`src/rtl/seq_serializer_pkg.sv`:
```
// Shared definitions for the serial front end: FSM state encodings and the default idle line level.
package seq_serializer_pkg;

    typedef enum logic {
        ST_IDLE  = 1'b0,
        ST_SHIFT = 1'b1
    } state_t;

    localparam logic IDLE_BIT_DEFAULT = 1'b0;

endpackage

```
`src/rtl/ser_shreg.sv`:
```
// Load/shift register for the serializer; q presents the bit currently at the LSB.
module ser_shreg #(
    parameter int WIDTH = 32
) (
    input  logic             clk,
    input  logic             rst,
    input  logic             load,
    input  logic             shift,
    input  logic [WIDTH-1:0] d,
    output logic             q
);

    logic [WIDTH-1:0] r_shreg;

    // Load takes priority so a back-to-back frame replaces the finishing one.
    always_ff @(posedge clk) begin
        if (rst) begin
            r_shreg <= '0;
        end else if (load) begin
            r_shreg <= d;
        end else if (shift) begin
            r_shreg <= r_shreg >> 1;
        end
    end

    assign q = r_shreg[0];

endmodule

```
`src/rtl/seq_serializer.sv`:
```
// Parallel-to-serial front end: accepts {data, len} frames over valid/ready and emits them LSB-first.
module seq_serializer
    import seq_serializer_pkg::*;
#(
    parameter int   WIDTH    = 32,
    parameter int   LEN_W    = 6,
    parameter logic IDLE_BIT = IDLE_BIT_DEFAULT
) (
    input  logic             clk,
    input  logic             rst,
    input  logic             load_valid,
    output logic             load_ready,
    input  logic [WIDTH-1:0] load_data,
    input  logic [LEN_W-1:0] load_len,
    output logic             ser_out,
    output logic             ser_active,
    output logic             ser_last,
    output logic [LEN_W-1:0] bit_idx,
    output logic [7:0]       frame_cnt
);

    localparam logic [LEN_W-1:0] MAX_LEN = LEN_W'(WIDTH);

    state_t           r_state;
    logic [LEN_W-1:0] r_remaining;
    logic [LEN_W-1:0] r_bit_idx;
    logic [7:0]       r_frame_cnt;

    logic             w_shifting;
    logic             w_last;
    logic             w_accept;
    logic [LEN_W-1:0] w_len_eff;
    logic             w_load;
    logic             w_shreg_q;

    assign w_shifting = (r_state == ST_SHIFT);
    assign w_last     = w_shifting && (r_remaining == LEN_W'(1));
    assign load_ready = !w_shifting || w_last;
    assign w_accept   = load_valid && load_ready;
    assign w_len_eff  = (load_len > MAX_LEN) ? MAX_LEN : load_len;
    // A zero-length frame is consumed by the handshake but never enters SHIFT.
    assign w_load     = w_accept && (w_len_eff != '0);

    ser_shreg #(
        .WIDTH(WIDTH)
    ) u_shreg (
        .clk   (clk),
        .rst   (rst),
        .load  (w_load),
        .shift (w_shifting),
        .d     (load_data),
        .q     (w_shreg_q)
    );

    always_ff @(posedge clk) begin
        if (rst) begin
            r_state     <= ST_IDLE;
            r_remaining <= '0;
            r_bit_idx   <= '0;
            r_frame_cnt <= '0;
        end else begin
            if (w_last) begin
                r_frame_cnt <= r_frame_cnt + 8'd1;
            end
            if (w_load) begin
                r_state     <= ST_SHIFT;
                r_remaining <= w_len_eff;
                r_bit_idx   <= '0;
            end else if (w_shifting) begin
                if (w_last) begin
                    r_state     <= ST_IDLE;
                    r_remaining <= '0;
                    r_bit_idx   <= '0;
                end else begin
                    r_remaining <= r_remaining - LEN_W'(1);
                    r_bit_idx   <= r_bit_idx + LEN_W'(1);
                end
            end
        end
    end

    assign ser_out    = w_shifting ? w_shreg_q : IDLE_BIT;
    assign ser_active = w_shifting;
    assign ser_last   = w_last;
    assign bit_idx    = r_bit_idx;
    assign frame_cnt  = r_frame_cnt;

endmodule
```
`config.mk`:
```
export PLATFORM = sky130hd
export DESIGN_NAME = seq_serializer
export DESIGN_NICKNAME = d
export VERILOG_FILES = /design/src/rtl/seq_serializer_pkg.sv /design/src/rtl/ser_shreg.sv /design/src/rtl/seq_serializer.sv
export SDC_FILE = /design/constraint.sdc
export NUM_CORES = 1
export LEC_CHECK = 0
export ABC_AREA = 1
export CORE_MARGIN = 5
export CORE_UTILIZATION = 65
export DETAILED_ROUTE_END_ITERATION = 8
export DONT_BUFFER_PORTS = 1
export PLACE_DENSITY = 0.86
export SYNTH_ARGS = -nofsm -noshare
export SYNTH_HDL_FRONTEND = slang
export SYNTH_HIERARCHICAL = 1
export SYNTH_SLANG_ARGS = --single-unit
```
`constraint.sdc`:
```
create_clock -name clk -period 3 [get_ports clk]
set_input_delay 0.3 -clock clk [delete_from_list [all_inputs] [get_ports clk]]
set_output_delay 0.3 -clock clk [all_outputs]
set_load 0.01 [all_outputs]
```
==> impl_metrics.py, run 1 <==
metrics = {
    "drt": {
        "final_antenna_net_count": 0,
        "routed_wl_mm": 6.40,
        "route.vias.total": 2603,
        "drt_iter0_markers": 185,
        "drc": 0,
        "viasPerCell": 5.41,
        "wl_per_cell_um": 13.3,
        "dr.pass1.iters": 4,
    },
    "power": {
        "report.power.total_uw": 1700,
        "p_per_area_nw_per_um2": 558,
        "leakagePower_uw": 0.00145,
        "ir_drop_uv": 269,
    },
    "clocking": {
        "cts_buffers": 5,
        "cts_tree": "yes",
        "htreeDepth": 2,
        "clk_latency_ps": 310,
        "cts.path.max_buffers": 2,
        "cts-root-buf": "clkbuf_8",
        "cts_num_sinks": 53,
        "post-cts-setup-buffers": 0,
        "cts_resized": 0,
        "ctsHoldBuffers": 0,
        "clk_pin_slew_ps": 90,
    },
    "finish": {
        "fin_util_pct": 69.5,
        "nFillCells": 374,
        "layout.nets": 473,
        "antenna_cells": 0,
        "area_delta_synth_final_pct": 2.53,
        "design_area_um2": 3050,
        "drive_gt1_share_pct": 13.5,
    },
    "sta": {
        "max_freq_mhz": 420,
        "tightest_slew_ps": 698,
        "finalCritPeriodShare_pct": 79.4,
        "rsz0062_at_grt": "no",
        "hold_viol_final": 0,
        "relSlewSlack_pct": 53.3,
        "fin_skew_ps": 7.55,
        "setup_viol": 0,
        "finalCriticalPeriod_ps": 2380,
        "slew_violations": 0,
        "fin_tns_setup_ps": 0,
    },
    "synth": {
        "synth_fp_nets": 483,
        "synth-seq-cells": 53,
        "synth_common_cells": "188 x nand2_1, 53 x dfxtp_1, 49 x inv_1, 29 x a21oi_2, 21 x nor2_1",
        "async_flop_share_pct": 0,
        "ys.flop_type": "dfxtp_1",
        "syn_inst": 438,
        "syn_avg_cell_area_um2": 6.79,
        "synth_top_cell_by_area": "dfxtp_1",
        "synth_most_common_cell": "nand2_1",
        "yosys_warnings": 6,
        "synth_edf_count": 0,
        "yosys.area.top_type_share_pct": 35.7,
        "synth.cell_area_um2": 2970,
        "synth_cell_types": 38,
        "seq_area_frac_synth_pct": 35.7,
        "synth_area_leaders": "dfxtp_1 36%, nand2_1 24%, a21oi_2 8.5%",
    },
    "place": {
        "place_congestion": 0.860,
        "hpwl_mm": 4.26,
        "place_area_um2": 2910,
        "port-buffer-count": 0,
    },
    "die": {
        "rows": 24,
        "core_um2": 4380,
        "die_x_um": 77.6,
        "initial_core_util_pct": 67.8,
        "io_pins": 59,
        "die_height_um": 77.6,
        "die_area_um2": 6030,
    },
    "critical_path": {
        "worstSetupPathType": "flip-flop to flip-flop",
        "regToRegSetupSlack_ps": 620,
        "worstPathArrival_ps": 2630,
        "cp.required_ps": 3250,
        "end_kind": "flip-flop",
        "cp_max_fo": 38,
        "crit_path_start_kind": "flip-flop",
        "slowest_delay_ps": 650,
        "crit_chain": "inv_1, ha_1, nand3_2, nand2_4, nand3_4, clkinv_4, nor2_4, nand2_1, a21oi_2",
        "critical-path-slowest-cell": "nor2_4",
    },
    "global_route": {
        "grt_max_degree": 42,
        "grt_pass1_wl_mm": 10.7,
        "grt_usage_pct": 21.1,
        "grt_pass1_vias": 2499,
        "grt.overflow.total": 0,
        "antenna_found_initial": 0,
    },
    "flow_run": {
        "cap_violations": 0,
    },
    "run_status": {
        "status": "finished clean",
    },
    "min_path": {
        "hp-class": "primary input to flip-flop",
    },
}
[stage by stage]
stage | std cells | hold slack, ps | worst slack, ps
6_report | 481 | 55.9 | 619
5_1_grt | 481 | 17.0 | 443
4_1_cts | 481 | 31.8 | 645
3_5_place_dp | 473 | 370 | 679
3_3_place_gp | 473 | 369 | 803
2_1_floorplan | 438 | 369 | 1300
[metal layers]
metal	global-route usage (%)	share of wire [%]
met1	24.8	44
met2	35.6	49
met3	6.13	5.6
met4	9.11	2.1
met5	0	0
[final cells by class]
type | instances | area (µm²) | area share, %
tap | 52 | 65.1 | 2.13
clock buffer | 5 | 68.8 | 2.26
inverter | 52 | 200 | 6.57
clock inverter | 3 | 65.1 | 2.13
multi-input combinational | 315 | 1580 | 51.8
sequential | 53 | 1060 | 34.9
timing repair buffer | 1 | 7.51 | 0.246
[layout by cell type, fill, tap and decap left out, drive strengths merged, types with 3 or more instances in the layout]
cell type,netlist,routed
nor3,3,3
o21ai,9,9
clkbuf,1,5
nand4,5,5
inv,51,51
nand2,192,192
nor4,3,3
nor2,25,25
dfxtp,53,53
ha,4,4
a21oi,42,42
nand3,21,21
[worst max-delay path, delay by kind of cell, from the launching register on]
family	cells	cell delay, ps
flip-flops	1	380
AO/OA/AOI/OAI	1	170
AND/OR/NAND/NOR	5	1210
adder cells (fa/ha/maj)	1	220
buffers and inverters	2	320
[power breakdown]
| part | total (µW) | internal, µW | switching [µW] | leakage [µW] |
|---|---|---|---|---|
| combinational | 325 | 113 | 212 | 0.000947 |
| sequential | 804 | 762 | 41.9 | 0.000436 |
| clock | 571 | 332 | 240 | 0.0000681 |
[sequential cells by signal (all words and copies together) (netlist names)]
signal,cells
u_shreg/r_shreg,32
frame_cnt,8
bit_idx,6
r_remaining,6
ser_active,1
[kinds of logic (layout without fill, tap and decap cells)]
| logic type | after synthesis | count (layout) | share of synthesized area (%) |
|---|---|---|---|
| adder cells (fa/ha/maj) | 4 | 4 | 1.68 |
| flip-flops | 53 | 53 | 35.7 |
| buffers and inverters | 70 | 61 | 11.2 |
| XOR/XNOR | 4 | 4 | 1.18 |
| AO/OA/AOI/OAI | 54 | 54 | 13.1 |
| AND/OR/NAND/NOR | 253 | 253 | 37.1 |
[worst paths after layout]
check	from	endpoint	depth (start not counted)
max reg2reg	r_remaining[1]	u_shreg/r_shreg[2]	9
min reg2reg	u_shreg/r_shreg[31]	u_shreg/r_shreg[31]	2
max	r_remaining[1]	u_shreg/r_shreg[2]	9
min	rst	frame_cnt[7]	1
(Power assumes the default switching activity.)
==> inputs of run 2 (changes only) <==
--- a/config.mk
+++ b/config.mk
@@ -7,10 +7,10 @@
 export LEC_CHECK = 0
 export ABC_AREA = 1
 export CORE_MARGIN = 5
-export CORE_UTILIZATION = 65
+export CORE_UTILIZATION = 63
 export DETAILED_ROUTE_END_ITERATION = 8
 export DONT_BUFFER_PORTS = 1
-export PLACE_DENSITY = 0.86
+export PLACE_DENSITY = 0.84
 export SYNTH_ARGS = -nofsm -noshare
 export SYNTH_HDL_FRONTEND = slang
 export SYNTH_HIERARCHICAL = 1
==> constraint.sdc (replaced) <==
create_clock -name clk -period 2.5 [get_ports clk]
set_input_delay 0.25 -clock clk [delete_from_list [all_inputs] [get_ports clk]]
set_output_delay 0.25 -clock clk [all_outputs]
set_load 0.01 [all_outputs]
==> run 2 against run 1 <==
Compared with the run above:
- utilization decreased by 3.1 points
- sequential share of layout area decreased by 0.56 points
- cell area increased by 1.5%
- worst hold slack improved by 35 ps
- clock skew decreased by 0.83 ps
==> impl_metrics.py, run 2 (same netlist as run 1, synthesis figures left out) <==
metrics = {
    "power": {
        "ir_drop_uv": 388,
        "seq_power_share_pct": 48.9,
        "internal_power_uw": 1390,
        "p_per_area_nw_per_um2": 638,
        "switching_share_pct": 29.8,
        "power.net_switching_uw": 588,
        "clkPwrFrac_pct": 30.2,
        "pwr-share-comb_pct": 20.9,
        "leakagePower_uw": 0.00147,
    },
    "die": {
        "die_x_um": 78.7,
        "core_um2": 4660,
        "die_height_um": 78.7,
        "rows": 25,
        "initial_core_util_pct": 63.8,
        "io_pins": 59,
        "die_area_um2": 6190,
    },
    "critical_path": {
        "worstSetupPathType": "flip-flop to flip-flop",
        "critPathBufInv": 3,
        "crit_path_start_kind": "flip-flop",
        "path_delay_family": "simple AND/OR/NAND/NOR gates",
        "critical-path-slowest-cell": "nor2_4",
        "worstPathArrival_ps": 2480,
        "crit_chain": "inv_1, ha_1, nand3_2, nand2_4, nand3_4, clkinv_4, nor2_4, buf_4, nand2_1, a21oi_2",
        "cp_max_fo": 38,
        "slowest_delay_ps": 390,
        "end_kind": "flip-flop",
        "cp.required_ps": 2740,
    },
    "finish": {
        "largest_reg_flops": 32,
        "multiInputGateArea_um2": 1580,
        "top_register": "u_shreg/r_shreg",
        "final_cells": 489,
        "nFillCells": 400,
        "final_cell_mix": "188 x nand2_1, 53 x dfxtp_1, 49 x inv_1",
        "drive_gt1_share_pct": 13.8,
        "seq_area_um2": 1060,
        "final_common_cell": "nand2_1",
        "antenna_cells": 0,
        "area_delta_synth_final_pct": 4.08,
        "layout.nets": 479,
    },
    "sta": {
        "relSlewSlack_pct": 65.5,
        "rsz0062_at_grt": "no",
        "fin_tns_setup_ps": 0,
        "slew_violations": 0,
        "setup_viol": 0,
        "holdWs_ps": 91.3,
        "fin_skew_ps": 6.72,
        "max_freq_mhz": 447,
        "hold_viol_final": 0,
        "finalCriticalPeriod_ps": 2240,
        "tightest_slew_ps": 516,
        "finalCritPeriodShare_pct": 89.6,
    },
    "global_route": {
        "grt_usage_pct": 21.4,
        "grt_pass1_vias": 2505,
        "grt_max_degree": 42,
        "grt_pass1_wl_mm": 10.8,
        "grt.overflow.total": 0,
        "antenna_found_initial": 0,
    },
    "drt": {
        "route.vias.total": 2657,
        "drc": 0,
        "wl_per_cell_um": 13.1,
        "drt_iter0_markers": 214,
        "final_antenna_net_count": 0,
        "routed_wl_mm": 6.43,
        "viasPerCell": 5.43,
        "dr.pass1.iters": 4,
    },
    "clocking": {
        "cts_num_sinks": 53,
        "cts-root-buf": "clkbuf_8",
        "cts_tree": "yes",
        "cts.path.max_buffers": 2,
        "clk_latency_ps": 300,
        "cts_resized": 0,
        "htreeDepth": 2,
        "clk_pin_slew_ps": 90,
        "cts_buffers": 5,
    },
    "place": {
        "hpwl_mm": 4.31,
        "place_congestion": 0.900,
        "place_inst": 478,
        "port-buffer-count": 0,
    },
    "run_status": {
        "status": "finished clean",
    },
    "flow_run": {
        "cap_violations": 0,
    },
    "min_path": {
        "hp-class": "primary input to flip-flop",
    },
}
[run 2: cell count changes in the layout (fill, tap and decap cells not counted)]
cell / change
dlygate4sd3_1: +2
dfxtp_2: -1
clkbuf_1: +1
bufinv_16: -1
buf_12: +1
dfxtp_1: +1
buf_4: +3
clkbuf_8: +1
clkinv_2: -1
[run 2: what timing repair did]
item                                    4_1_cts  5_1_grt
hold endpoints to repair                     28        2
endpoints found under the setup margin        0        0
setup buffers                                 0        0
hold buffers                                  2        1
[run 2: stage by stage]
step / power (µW) / area (µm²) / util, % / setup WS (ps)
after floorplan: 1330 / 2970 / - / 800
after global placement: 1360 / 2940 / 63.0 / 438
after detailed placement: 1370 / 2940 / 63.0 / 354
after CTS: 1980 / 3080 / 66.2 / 297
after global routing: 2100 / 3090 / 66.4 / 81.4
final: 1970 / 3090 / 66.4 / 261
[run 2: area by class of cell]
type	count	area share, %
clock inverter	1	0.970
tap	54	2.18
multi-input combinational	315	51.0
inverter	52	6.47
sequential	53	34.3
timing repair buffer	7	2.26
clock buffer	7	2.79
[run 2: worst reg2reg max path: stages (launching register included)]
cell      delay (ps)
dfxtp_1          380
inv_1             80
ha_1             220
nand3_2          150
nand2_4          110
nand3_4          150
clkinv_4         250
nor2_4           400
buf_4            230
nand2_1           80
a21oi_2          130
[run 2: power groups by stage]
stage	clock, µW	combinational (µW)	sequential [µW]
detailed placement	0	389	981
global route	657	468	972
CTS	609	409	963
floorplan	0	358	973
global placement	0	378	980
finish	597	412	965
[run 2: final timing paths]
check | startpoint | end | slack, ps | cells past startpoint
worst max-delay path | r_remaining[1] | u_shreg/r_shreg[2] | 260 | 10
worst min-delay path | load_data[31] | u_shreg/r_shreg[31] | 90 | 2
worst max register to register | r_remaining[1] | u_shreg/r_shreg[2] | 260 | 10
worst min register to register | u_shreg/r_shreg[31] | u_shreg/r_shreg[31] | 470 | 2
[run 2: metal layers]
| metal | up-vias | GRT usage, % | share of wire [%] |
|---|---|---|---|
| met1 | 1211 | 26.7 | 45 |
| met3 | 12 | 6.80 | 7.2 |
| li1 | 1350 | - | - |
| met5 | - | 0 | 0 |
| met2 | 84 | 34.9 | 46 |
| met4 | 0 | 7.52 | 1.7 |
